--- src/rtl/box_anim_ctrl_if.sv ---
// Handshake bundle between the box animation controller and its host/draw engine.
// The master modport is the controller side; the slave modport is the engine/host side.
interface box_anim_ctrl_if;
  logic       iEnable;
  logic [2:0] iColour;
  logic       iDrawDone;
  logic       oReq;
  logic [7:0] oX;
  logic [6:0] oY;
  logic [2:0] oColour;
  logic       oBusy;

  modport master (
    input  iEnable,
    input  iColour,
    input  iDrawDone,
    output oReq,
    output oX,
    output oY,
    output oColour,
    output oBusy
  );

  modport slave (
    output iEnable,
    output iColour,
    output iDrawDone,
    input  oReq,
    input  oX,
    input  oY,
    input  oColour,
    input  oBusy
  );
endinterface

--- src/rtl/box_anim_ctrl.sv ---
// Bouncing-box animator: draw box, rest FRAMES_PER_MOVE frames, erase, step one pixel, repeat.
// Latency: request one cycle after enable or after MOVE; oReq drops the cycle after iDrawDone.
// Backpressure: oReq and its payload hold until iDrawDone; iDrawDone without oReq is ignored.
module box_anim_ctrl #(
  parameter int X_SCREEN_PIXELS  = 160,
  parameter int Y_SCREEN_PIXELS  = 120,
  parameter int BOX_SIZE         = 4,
  parameter int CYCLES_PER_FRAME = 833334,
  parameter int FRAMES_PER_MOVE  = 4
) (
  input  logic            iClock,
  input  logic            iReset,
  box_anim_ctrl_if.master bus
);

  localparam int         XMAX   = X_SCREEN_PIXELS - BOX_SIZE;
  localparam int         YMAX   = Y_SCREEN_PIXELS - BOX_SIZE;
  localparam logic [7:0] XMAX_V = 8'(XMAX);
  localparam logic [6:0] YMAX_V = 7'(YMAX);
  localparam int         CW     = (CYCLES_PER_FRAME > 1) ? $clog2(CYCLES_PER_FRAME) : 1;
  localparam int         FW     = (FRAMES_PER_MOVE > 1) ? $clog2(FRAMES_PER_MOVE) : 1;
  localparam logic [CW-1:0] CYC_LAST = CW'(CYCLES_PER_FRAME - 1);
  localparam logic [FW-1:0] FRM_LAST = FW'(FRAMES_PER_MOVE - 1);

  typedef enum logic [2:0] {
    IDLE,
    DRAW_REQ,
    WAIT_FRAME,
    ERASE_REQ,
    MOVE
  } state_t;

  state_t        state;
  logic [7:0]    pos_x;
  logic [6:0]    pos_y;
  logic          dx_pos;
  logic          dy_pos;
  logic [2:0]    draw_col;
  logic [CW-1:0] cyc_cnt;
  logic [FW-1:0] frm_cnt;

  logic [7:0]    nxt_x;
  logic [6:0]    nxt_y;
  logic          nxt_dx_pos;
  logic          nxt_dy_pos;

  // Next position with edge reflection: hitting a wall turns the box around
  // and moves it one pixel back inside in the same step.
  always_comb begin
    nxt_x      = pos_x;
    nxt_dx_pos = dx_pos;
    if (dx_pos) begin
      if (pos_x == XMAX_V) begin
        nxt_dx_pos = 1'b0;
        nxt_x      = XMAX_V - 8'd1;
      end else begin
        nxt_x      = pos_x + 8'd1;
      end
    end else begin
      if (pos_x == 8'd0) begin
        nxt_dx_pos = 1'b1;
        nxt_x      = 8'd1;
      end else begin
        nxt_x      = pos_x - 8'd1;
      end
    end
  end

  always_comb begin
    nxt_y      = pos_y;
    nxt_dy_pos = dy_pos;
    if (dy_pos) begin
      if (pos_y == YMAX_V) begin
        nxt_dy_pos = 1'b0;
        nxt_y      = YMAX_V - 7'd1;
      end else begin
        nxt_y      = pos_y + 7'd1;
      end
    end else begin
      if (pos_y == 7'd0) begin
        nxt_dy_pos = 1'b1;
        nxt_y      = 7'd1;
      end else begin
        nxt_y      = pos_y - 7'd1;
      end
    end
  end

  always_ff @(posedge iClock or posedge iReset) begin
    if (iReset) begin
      state       <= IDLE;
      pos_x       <= 8'd0;
      pos_y       <= 7'd0;
      dx_pos      <= 1'b1;
      dy_pos      <= 1'b1;
      draw_col    <= 3'd0;
      cyc_cnt     <= '0;
      frm_cnt     <= '0;
      bus.oReq    <= 1'b0;
      bus.oX      <= 8'd0;
      bus.oY      <= 7'd0;
      bus.oColour <= 3'd0;
      bus.oBusy   <= 1'b0;
    end else begin
      case (state)
        IDLE: begin
          // Restart draws at the retained position; the box is still on screen.
          if (bus.iEnable) begin
            state       <= DRAW_REQ;
            draw_col    <= bus.iColour;
            bus.oReq    <= 1'b1;
            bus.oX      <= pos_x;
            bus.oY      <= pos_y;
            bus.oColour <= bus.iColour;
            bus.oBusy   <= 1'b1;
          end
        end

        DRAW_REQ: begin
          if (bus.iDrawDone) begin
            state    <= WAIT_FRAME;
            bus.oReq <= 1'b0;
            cyc_cnt  <= '0;
            frm_cnt  <= '0;
          end
        end

        WAIT_FRAME: begin
          if (!bus.iEnable) begin
            state     <= IDLE;
            bus.oBusy <= 1'b0;
          end else if (cyc_cnt == CYC_LAST) begin
            cyc_cnt <= '0;
            if (frm_cnt == FRM_LAST) begin
              frm_cnt     <= '0;
              state       <= ERASE_REQ;
              bus.oReq    <= 1'b1;
              bus.oX      <= pos_x;
              bus.oY      <= pos_y;
              bus.oColour <= 3'd0;
            end else begin
              frm_cnt <= frm_cnt + 1'b1;
            end
          end else begin
            cyc_cnt <= cyc_cnt + 1'b1;
          end
        end

        ERASE_REQ: begin
          if (bus.iDrawDone) begin
            state    <= MOVE;
            bus.oReq <= 1'b0;
          end
        end

        MOVE: begin
          state       <= DRAW_REQ;
          pos_x       <= nxt_x;
          pos_y       <= nxt_y;
          dx_pos      <= nxt_dx_pos;
          dy_pos      <= nxt_dy_pos;
          draw_col    <= bus.iColour;
          bus.oReq    <= 1'b1;
          bus.oX      <= nxt_x;
          bus.oY      <= nxt_y;
          bus.oColour <= bus.iColour;
        end

        default: begin
          state       <= IDLE;
          bus.oReq    <= 1'b0;
          bus.oBusy   <= 1'b0;
        end
      endcase
    end
  end

  // draw_col mirrors oColour during draws; kept as the colour of record for the box.
  logic unused_draw_col;
  assign unused_draw_col = ^draw_col;

endmodule

--- src/flat_wrapper.sv ---
// flat-port wrapper written by rule: the top's interface ports become plain ports
module box_anim_ctrl_flat 
#(
  parameter int X_SCREEN_PIXELS  = 160,
  parameter int Y_SCREEN_PIXELS  = 120,
  parameter int BOX_SIZE         = 4,
  parameter int CYCLES_PER_FRAME = 833334,
  parameter int FRAMES_PER_MOVE  = 4
)
  (iClock, iReset, bus_iEnable, bus_iColour, bus_iDrawDone, bus_oReq, bus_oX, bus_oY, bus_oColour, bus_oBusy);
  box_anim_ctrl_if bus_i ();
  input  logic iClock;
  input  logic iReset;
  input wire logic [$bits(bus_i.iEnable)-1:0] bus_iEnable;
  input wire logic [$bits(bus_i.iColour)-1:0] bus_iColour;
  input wire logic [$bits(bus_i.iDrawDone)-1:0] bus_iDrawDone;
  output wire logic [$bits(bus_i.oReq)-1:0] bus_oReq;
  output wire logic [$bits(bus_i.oX)-1:0] bus_oX;
  output wire logic [$bits(bus_i.oY)-1:0] bus_oY;
  output wire logic [$bits(bus_i.oColour)-1:0] bus_oColour;
  output wire logic [$bits(bus_i.oBusy)-1:0] bus_oBusy;
  assign bus_i.iEnable = bus_iEnable;
  assign bus_i.iColour = bus_iColour;
  assign bus_i.iDrawDone = bus_iDrawDone;
  assign bus_oReq = bus_i.oReq;
  assign bus_oX = bus_i.oX;
  assign bus_oY = bus_i.oY;
  assign bus_oColour = bus_i.oColour;
  assign bus_oBusy = bus_i.oBusy;
  box_anim_ctrl #(.X_SCREEN_PIXELS(X_SCREEN_PIXELS), .Y_SCREEN_PIXELS(Y_SCREEN_PIXELS), .BOX_SIZE(BOX_SIZE), .CYCLES_PER_FRAME(CYCLES_PER_FRAME), .FRAMES_PER_MOVE(FRAMES_PER_MOVE)) u_core (.iClock(iClock), .iReset(iReset), .bus(bus_i));
endmodule
--- config.mk ---
export PLATFORM = sky130hd
export DESIGN_NAME = box_anim_ctrl_flat
export DESIGN_NICKNAME = d
export VERILOG_FILES = /design/src/rtl/box_anim_ctrl_if.sv /design/src/rtl/box_anim_ctrl.sv /design/src/flat_wrapper.sv
export SDC_FILE = /design/constraint.sdc
export NUM_CORES = 1
export LEC_CHECK = 0
export BUFFER_PORTS_ARGS = -buffer_cell sky130_fd_sc_hd__buf_2
export CORE_MARGIN = 2
export CORE_UTILIZATION = 60
export DETAILED_ROUTE_END_ITERATION = 10
export GPL_ROUTABILITY_DRIVEN = 1
export PLACE_DENSITY = 0.89
export SYNTH_ARGS = -nofsm -noshare
export SYNTH_HDL_FRONTEND = slang
export SYNTH_SLANG_ARGS = --single-unit
--- constraint.sdc ---
create_clock -name iClock -period 3.7 [get_ports iClock]
set_clock_uncertainty 0.15 [all_clocks]
set_input_delay 0.185 -clock iClock [delete_from_list [all_inputs] [get_ports iClock]]
set_output_delay 0.185 -clock iClock [all_outputs]
set_load 0.005 [all_outputs]
==> results of run 1 <==
-- layout by cell type, fill, tap and decap left out, types with 3 or more instances in the layout --
cell / instances
nor4_1: 5
nor2_1: 24
o31ai_1: 3
buf_4: 6
nor3_1: 8
nand3b_1: 4
nand2_1: 24
nand3_1: 18
nand4_1: 11
or3_1: 3
mux2_1: 4
buf_2: 26
a21o_1: 4
inv_1: 15
xnor2_1: 5
and2_1: 5
mux2i_1: 3
dlygate4sd3_1: 6
and3_1: 5
xor2_1: 12
mux2_2: 10
clkbuf_8: 11
o21ai_0: 22
nand2b_1: 6
ha_1: 9
a31oi_1: 6
nor4b_1: 3
a211oi_1: 5
dfrtp_1: 60
a21oi_1: 15
-- per-layer routing --
metal,vias to the layer above,track usage (%)
met5,-,0
met4,0,7.80
met3,13,7.64
met2,103,41.5
met1,1439,32.6
li1,1407,-
-- power breakdown --
group          total (W)  leakage [nW]  internal, W  switching [W]
Combinational   0.000861         0.860     0.000395       0.000465
Sequential       0.00114         0.793     0.000870       0.000269
Clock           0.000546        0.0913     0.000278       0.000268
-- how the worst min path moves through the flow --
stage	start	end	slack, ns
final	iReset	u_core.cyc_cnt[11]$_DFFE_PP0P_	0.30
after global routing	iReset	u_core.cyc_cnt[14]$_DFFE_PP0P_	0.35
after CTS	iReset	u_core.cyc_cnt[14]$_DFFE_PP0P_	0.31
after detailed placement	iReset	u_core.cyc_cnt[10]$_DFFE_PP0P_	0.14
after global placement	iReset	u_core.cyc_cnt[11]$_DFFE_PP0P_	0.11
after floorplan	bus_iDrawDone	u_core.state[0]$_DFFE_PP0P_	0.14
-- sequential cells by signal (all words and copies together) (netlist names) --
register	flops
u_core.bus.oBusy	1
u_core.pos_y	7
u_core.bus.oX	8
u_core.frm_cnt	2
u_core.pos_x	8
u_core.dx_pos	1
u_core.bus.oReq	1
u_core.bus.oY	7
u_core.dy_pos	1
u_core.cyc_cnt	20
u_core.state	3
u_core.bus.oColour	3
-- Yosys cell counts, drive strengths merged (8+ instances only) --
master / number
a21oi: 15
clkbuf: 15
dfrtp: 60
ha: 9
inv: 16
mux2: 16
nand2: 24
nand3: 18
nand4: 11
nor2: 24
nor3: 8
o21ai: 23
xor2: 12
-- area by class of cell --
class | count | area (um2)
multi-input combinational | 265 | 1820
tap | 72 | 90.1
inverter | 16 | 60.1
timing repair buffer | 38 | 235
fill | 430 | 1670
sequential | 62 | 1550
clock inverter | 5 | 33.8
clock buffer | 11 | 151
-- what timing repair did --
action                    CTS  global route
hold endpoints to repair   33             0
buffers inserted            0             0
hold buffers                6             0
-- critical path: stages (launching register included) --
cell	delay, ns
dfrtp_1	0.41
or4b_4	0.56
nor4_4	0.35
nand4_1	0.13
a211o_1	0.64
mux2_1	0.44
-- logic make-up after synthesis --
| kind of cell | synth area share, % |
|---|---|
| flops | 44.0 |
| simple gates | 21.8 |
| fa+ha+maj | 3.19 |
| mux | 6.16 |
| buf+inv | 4.71 |
| compound gates | 15.9 |
| xor+xnor | 4.22 |
-- through the flow --
stage | setup slack, ns | area (um2) | power [W]
3_3_place_gp | 0.941 | 3700 | 0.00193
3_5_place_dp | 0.894 | 3700 | 0.00199
6_report | 0.879 | 3940 | 0.00255
2_1_floorplan | 1.17 | 3530 | 0.00174
5_1_grt | 0.741 | 3940 | 0.00272
4_1_cts | 0.880 | 3940 | 0.00255
==> flow_summary.ini, run 1 <==
[clock_tree]
clockBufferDepth = 2
cts_tree = yes
cts.sinks = 62
clockRootBuffer = clkbuf_8
numCtsBuffers = 9
clock_latency_ns = 0.35
clk_pin_slew_ns = 0.07
cts_resized = 0
cts_max_level = 3

[floorplan]
die_h_um = 80.7
rows = 27
dieArea_mm2 = 0.00652
die_w_um = 80.7
core-area_mm2 = 0.00561
initial_core_util_pct = 63.0
io_pins = 27

[synthesis]
avgSynthCellArea_um2 = 9.70
synth_edf_count = 0
synth-seq-area-share_pct = 44.0
synthDistinctLibCells = 69
synth_warnings = 0
async_flop_share_pct = 100
netlist_area_mm2 = 0.00353
yosysTopAreaCell = dfrtp_1
synth_nets = 380
synth_top_area_share_pct = 42.5
yosys-top-cells-area = dfrtp_1, ha_1, mux2_2
synth_cells = 364
synth_top_flop_cell = dfrtp_1
synth_seq_cells = 62

[place]
io_buffers = 26
place_hpwl_um = 5100
gp_congestion = 0.949
dp.cells = 447

[critical_path]
endpoint = u_core.bus.oX[3]$_DFFE_PP0P_
reg2reg_to = u_core.bus.oX[3]$_DFFE_PP0P_
reg2regPathDepth = 5
crit_arrival_ns = 2.90
critPathCaptureType = flip-flop
cp-startpoint = u_core.cyc_cnt[16]$_DFFE_PP0P_
crit_required_ns = 3.78
startpoint_type = flip-flop
worst-setup-path-type = flip-flop to flip-flop
reg2reg_from = u_core.cyc_cnt[16]$_DFFE_PP0P_
critPathMaxFanout = 19
r2r_slack_ns = 0.88

[sta]
hold_viol_final = 0
post-route-period-util_pct = 76.2
max_slew_margin_pct = 42.8
setup_viol = 0
min_period_ns = 2.82
slew_viol_final = 0
setup-tns-final_ns = 0
grt_setup_unrepaired = no
whs_ns = 0.296
worst_slew_pin_slew_ns = 0.858
max_freq_mhz = 355

[global_routing]
grt-ovfl-total = 0
grt_pass1_wl_um = 12600
grt_pass1_vias = 2744
antenna_found_initial = 0
grt_usage_pct = 25.4
grt_max_degree = 35

[drt]
ant_nets = 0
wl_met3_um = 431
wirelength_um = 7560
wl_per_cell_um = 16.1
wl_met1_um = 3300
drtIter0Drc = 250
first_pass_iters = 5
vias = 2962
viasPerCell = 6.32
met2_wirelength_um = 3720
dr.max_layer_used = met4
drcViolationCount = 0

[cells_and_area]
diodes = 0
fin_util_pct = 70.3
instances_no_fill = 469
nNetsFinal = 408
drive_gt1_share_pct = 18.1
area_growth_syn_to_layout_pct = 11.6

[run]
max-cap-violations = 0

[pwr]
power_density_mw_per_mm2 = 646
ir_worst_vdd_uv = 390
leakage_nw = 1.75

[worst_hold_path]
hp-class = input port to asynchronous set/reset pin

[outcome]
status = completed
(Power assumes the default switching activity.)
==> run 2: changes to the inputs <==
- ABC_AREA: not set -> 1
- CORE_UTILIZATION: 60 -> 55
- PLACE_DENSITY: 0.89 -> 0.86
- clock period: 3.7 -> 2.47 ns (I/O delays scaled with it)
==> flow_summary.ini, run 2 <==
[outcome]
status = completed

[clock_tree]
cts_tree = yes
cts.sinks = 62
numCtsBuffers = 9
post_cts.repair.setup_buffers = 0
cts_max_level = 3
ctsHoldBuffers = 6
cts_resized = 0
clk_pin_slew_ns = 0.07
clock_latency_ns = 0.34
clockBufferDepth = 2
clockRootBuffer = clkbuf_8

[cells_and_area]
largest_reg_flops = 20
reg_top3 = u_core.cyc_cnt (20), u_core.bus.oX (8), u_core.pos_x (8)
final_cell_mix = nand2_1, nor2_1, dfrtp_1
diodes = 0
area_growth_syn_to_layout_pct = 12.0
final_common_cell = nand2_1
nNetsFinal = 627
instances_no_fill = 712
drive_gt1_share_pct = 11.7
regMostFlops = u_core.cyc_cnt

[synthesis]
yosys-top-cells-count = nand2_1, nor2_1, dfrtp_1
synth_top_area_share_pct = 38.5
netlist_area_mm2 = 0.00390
yosys-top-cells-area = dfrtp_1, nand2_1, nor2_1
synth_seq_cells = 62
synth_edf_count = 0
yosysTopAreaCell = dfrtp_1
synthDistinctLibCells = 32
synth_top_flop_cell = dfrtp_1
synth-seq-area-share_pct = 39.9
avgSynthCellArea_um2 = 6.74
synth_nets = 594
post-synth-top-count-cell = nand2_1
synth_cells = 578
async_flop_share_pct = 100
synth_warnings = 0

[critical_path]
reg2regPathDepth = 10
worst-setup-path-type = flip-flop to flip-flop
critPathCaptureType = flip-flop
crit_arrival_ns = 2.28
crit_required_ns = 2.55
critPathMaxFanout = 20
r2r_slack_ns = 0.27
startpoint_type = flip-flop

[drt]
viasPerCell = 5.21
ant_nets = 0
vias = 3712
wirelength_um = 9210
drcViolationCount = 0
drtIter0Drc = 261
wl_per_cell_um = 12.9
first_pass_iters = 5

[place]
gp_congestion = 0.920
place_ws_ns = 0.315
io_buffers = 26
place_hpwl_um = 6660
dp.cells = 690

[floorplan]
die_h_um = 88.2
io_pins = 27
initial_core_util_pct = 57.1
dieArea_mm2 = 0.00778
rows = 30
die_w_um = 88.2
core-area_mm2 = 0.00683

[global_routing]
grt_pass1_vias = 3566
grt_usage_pct = 26.3
antenna_found_initial = 0
grt-ovfl-total = 0
grt_pass1_wl_um = 16000
grt_max_degree = 33

[sta]
setup-tns-final_ns = 0
min_period_ns = 2.20
worst_slew_pin_slew_ns = 0.704
max_slew_margin_pct = 53.0
slew_viol_final = 0
setup_viol = 0
max_freq_mhz = 454
hold_viol_final = 0
grt_setup_unrepaired = no
post-route-period-util_pct = 89.2
timing.final.ws_setup_ns = 0.267

[pwr]
leakage_nw = 2.30
power_density_mw_per_mm2 = 1060
ir_worst_vdd_uv = 702

[run]
max-cap-violations = 0

[worst_hold_path]
hp-class = input port to asynchronous set/reset pin
[run 2: cell count changes in the layout (fill, tap and decap cells not counted), moves of 9 or more]
cell	previous run	this run
nand2_1	24	217
nor2_1	24	69
inv_1	15	55
nand3_1	18	46
mux2_2	10	0
o21ai_1	1	11
inv_2	1	10
[run 2: cells by family after synthesis]
group                      count (synthesis)  synth area share [%]
AOI/OAI and AO/OA                         47                  6.29
xor gates and xnor gates                   9                  2.02
adders and majority gates                  9                  2.89
buffers and inverters                     79                  8.44
DFF                                       62                  39.9
and+or+nand+nor                          372                  40.5
[run 2: final cells by class]
cell class | count | area, um2
fillers | 612 | 2470
well taps | 96 | 120
flip-flops and latches | 62 | 1550
inverters | 66 | 250
multi-input cells | 437 | 2010
repair buffers | 35 | 213
clock buffers | 10 | 128
clock inverters | 6 | 86.3
[run 2: through the flow]
stage	hold WS, ns	power [W]	util, %	cell area [um2]
detailed placement	-0.0921	0.00363	59.9	4090
floorplan	0.0901	0.00316	-	3900
CTS	0.0902	0.00462	63.9	4370
finish	0.0982	0.00462	63.9	4370
global route	0.128	0.00500	63.9	4370
global placement	-0.0942	0.00356	59.9	4090
[run 2: critical path, stage by stage, from the launching register on]
cell	delay, ns
dfrtp_1	0.48
ha_1	0.21
inv_1	0.04
nor2_1	0.09
nand3_1	0.08
nor2_1	0.10
nand3_1	0.07
nand2_1	0.14
nand2_1	0.45
nand2_1	0.20
nand2_1	0.08
[run 2: routing by layer]
layer / vias to the layer above / global-route usage, % / part of all wire, %
li1: 1891 / - / -
met1: 1698 / 35.0 / 45
met2: 105 / 43.6 / 49
met3: 18 / 4.24 / 4.7
met4: 0 / 9.37 / 1.7
met5: - / 0 / 0
[run 2: power breakdown]
group / switching, W / internal [W] / total, W
Combinational: 0.00137 / 0.000679 / 0.00205
Sequential: 0.000325 / 0.00128 / 0.00161
Clock: 0.000397 / 0.000566 / 0.000964
Total: 0.00209 / 0.00253 / 0.00462
[run 2: worst paths after layout]
path / start / to
max: u_core.cyc_cnt[0]$_DFFE_PP0P_ / u_core.bus.oX[7]$_DFFE_PP0P_
min: iReset / u_core.bus.oX[4]$_DFFE_PP0P_
max reg2reg: u_core.cyc_cnt[0]$_DFFE_PP0P_ / u_core.bus.oX[7]$_DFFE_PP0P_
min reg2reg: u_core.bus.oColour[0]$_DFFE_PP0P_ / u_core.bus.oColour[0]$_DFFE_PP0P_
max in group asynchronous: iReset / u_core.dx_pos$_DFFE_PP1N_
min in group iClock: u_core.bus.oColour[0]$_DFFE_PP0P_ / u_core.bus.oColour[0]$_DFFE_PP0P_
==> run 3: changes to the inputs <==
- CTS_CLUSTER_DIAMETER: not set -> 40
- REMOVE_ABC_BUFFERS: not set -> 1
- SLEW_MARGIN: not set -> 0
==> flow_summary.ini, run 3 (synthesis gave the netlist of run 2 again) <==
[place]
place_hpwl_um = 6930
io_buffers = 26
post_dp_cell_area_mm2 = 0.00409
gp_congestion = 0.987

[drt]
vias = 3834
first_pass_iters = 6
wirelength_um = 9340
ant_nets = 0
drtIter0Drc = 296
drcViolationCount = 0
viasPerCell = 5.38
wl_per_cell_um = 13.1

[sta]
min_period_ns = 2.03
max_freq_mhz = 492
setup-tns-final_ns = 0
slew_viol_final = 0
max_slew_margin_pct = 72.7
hold_viol_final = 0
worst_slew_pin_slew_ns = 0.409
post-route-period-util_pct = 82.3
setup_viol = 0
whs_ns = 0.152
grt_setup_unrepaired = no

[critical_path]
crit_arrival_ns = 2.13
crit_path_max_incr_delay_ns = 0.42
crit_required_ns = 2.57
cp_common_cell = nand2_1
startpoint_type = flip-flop
crit_buf_inv = 2
critPathCaptureType = flip-flop
critPathMaxFanout = 5
worst-setup-path-type = flip-flop to flip-flop
critPathTopFamily = simple AND/OR/NAND/NOR gates
worstSetupPathDepth = 11
reg2regPathDepth = 11
crit_chain = inv_1, ha_1, inv_1, nor2_1, nand3_1, nand2_1, nor2_1, o21ai_0, nand2_1, nand2_1, nand2_1
cpMaxStageDelayCell = dfrtp_1

[clock_tree]
clockRootBuffer = clkbuf_8
clockBufferDepth = 2
clk_pin_slew_ns = 0.07
cts.sinks = 62
cts_tree = yes
numCtsBuffers = 9
clock_latency_ns = 0.35
cts_max_level = 3

[cells_and_area]
final_cell_mix = nand2_1, nor2_1, dfrtp_1
largest_reg_flops = 20
final_common_cell = nand2_1
ff_latch_area_mm2 = 0.00155
multi_input_area_mm2 = 0.00202
nNetsFinal = 627
area_growth_syn_to_layout_pct = 11.7
reg_top3 = u_core.cyc_cnt (20), u_core.bus.oX (8), u_core.pos_x (8)
drive_gt1_share_pct = 12.0
design_area_mm2 = 0.00435
regMostFlops = u_core.cyc_cnt
diodes = 0
nFillCells = 610

[floorplan]
dieArea_mm2 = 0.00778
die_w_um = 88.2
io_pins = 27
die_h_um = 88.2
initial_core_util_pct = 57.1
rows = 30
core-area_mm2 = 0.00683

[pwr]
swShare_pct = 46.6
comb_power_share_pct = 45.3
pwr-share-seq_pct = 35.1
leakage_nw = 2.28
p_int_w = 0.00243
ir_worst_vdd_uv = 448
p_clk_share_pct = 19.5
power_density_mw_per_mm2 = 1050
power.switching_w = 0.00212

[global_routing]
grt_max_degree = 26
grt_pass1_wl_um = 16000
antenna_found_initial = 0
grt_pass1_vias = 3511
grt_usage_pct = 25.9
grt-ovfl-total = 0

[run]
max-cap-violations = 0

[outcome]
status = completed

[worst_hold_path]
hp-class = input port to asynchronous set/reset pin
-- run 3: area by class of cell --
cell class              instances  share of cell area (%)
well taps                      96                    2.76
clock buffers                   9                    2.85
clock inverters                 7                    1.72
flip-flops and latches         62                    35.7
repair buffers                 35                    4.89
inverters                      66                    5.75
multi-input cells             437                    46.3
-- run 3: timing repair --
action,in CTS,in global routing
endpoints found under the hold margin,22,0
endpoints found under the setup margin,0,1
resized for setup,0,1
hold buffers,6,0
setup buffers,0,0
-- run 3: through the flow --
step           total power, W  setup slack, ns  util (%)  instances
2_1_floorplan         0.00304            0.658         -        565
3_3_place_gp          0.00354            0.434      59.9        690
3_5_place_dp          0.00364            0.290      59.9        690
4_1_cts               0.00455            0.269      63.7        712
5_1_grt               0.00492            0.173      63.7        712
6_report              0.00455            0.437      63.7        712
-- run 3: worst paths after layout --
path / from / end / slack [ns]
setup / recovery: u_core.pos_y[0]$_DFFE_PP0N_ / u_core.bus.oY[3]$_DFFE_PP0P_ / 0.44
hold / removal: iReset / u_core.frm_cnt[0]$_DFFE_PP0P_ / 0.15
setup reg to reg: u_core.pos_y[0]$_DFFE_PP0N_ / u_core.bus.oY[3]$_DFFE_PP0P_ / 0.44
hold reg to reg: u_core.bus.oY[4]$_DFFE_PP0P_ / u_core.bus.oY[4]$_DFFE_PP0P_ / 0.33
max in group asynchronous: iReset / u_core.dy_pos$_DFFE_PP1N_ / 1.31
min in group iClock: u_core.bus.oY[4]$_DFFE_PP0P_ / u_core.bus.oY[4]$_DFFE_PP0P_ / 0.33
-- run 3: per-layer routing --
layer / wire length [um] / global-route usage, % / part of all wire [%] / vias to the layer above
met5: 0 / 0 / 0 / -
li1: - / - / - / 1894
met1: 3960 / 33.6 / 42 / 1758
met4: 155 / 7.85 / 1.7 / 0
met2: 4530 / 42.7 / 48 / 163
met3: 702 / 6.60 / 7.5 / 19
-- run 3: worst reg2reg max path, delay by kind of cell, from the launching register on --
kind	cells	cell delay, ns
buf+inv	2	0.20
fa+ha+maj	1	0.21
flops	1	0.42
simple gates	7	0.72
compound gates	1	0.23
-- run 3: power groups by stage --
stage	combinational, W	clock [W]	sequential [W]
5_1_grt	0.00233	0.000947	0.00164
6_report	0.00206	0.000889	0.00160
3_3_place_gp	0.00195	0	0.00160
4_1_cts	0.00205	0.000904	0.00160
3_5_place_dp	0.00203	0	0.00161
2_1_floorplan	0.00149	0	0.00155
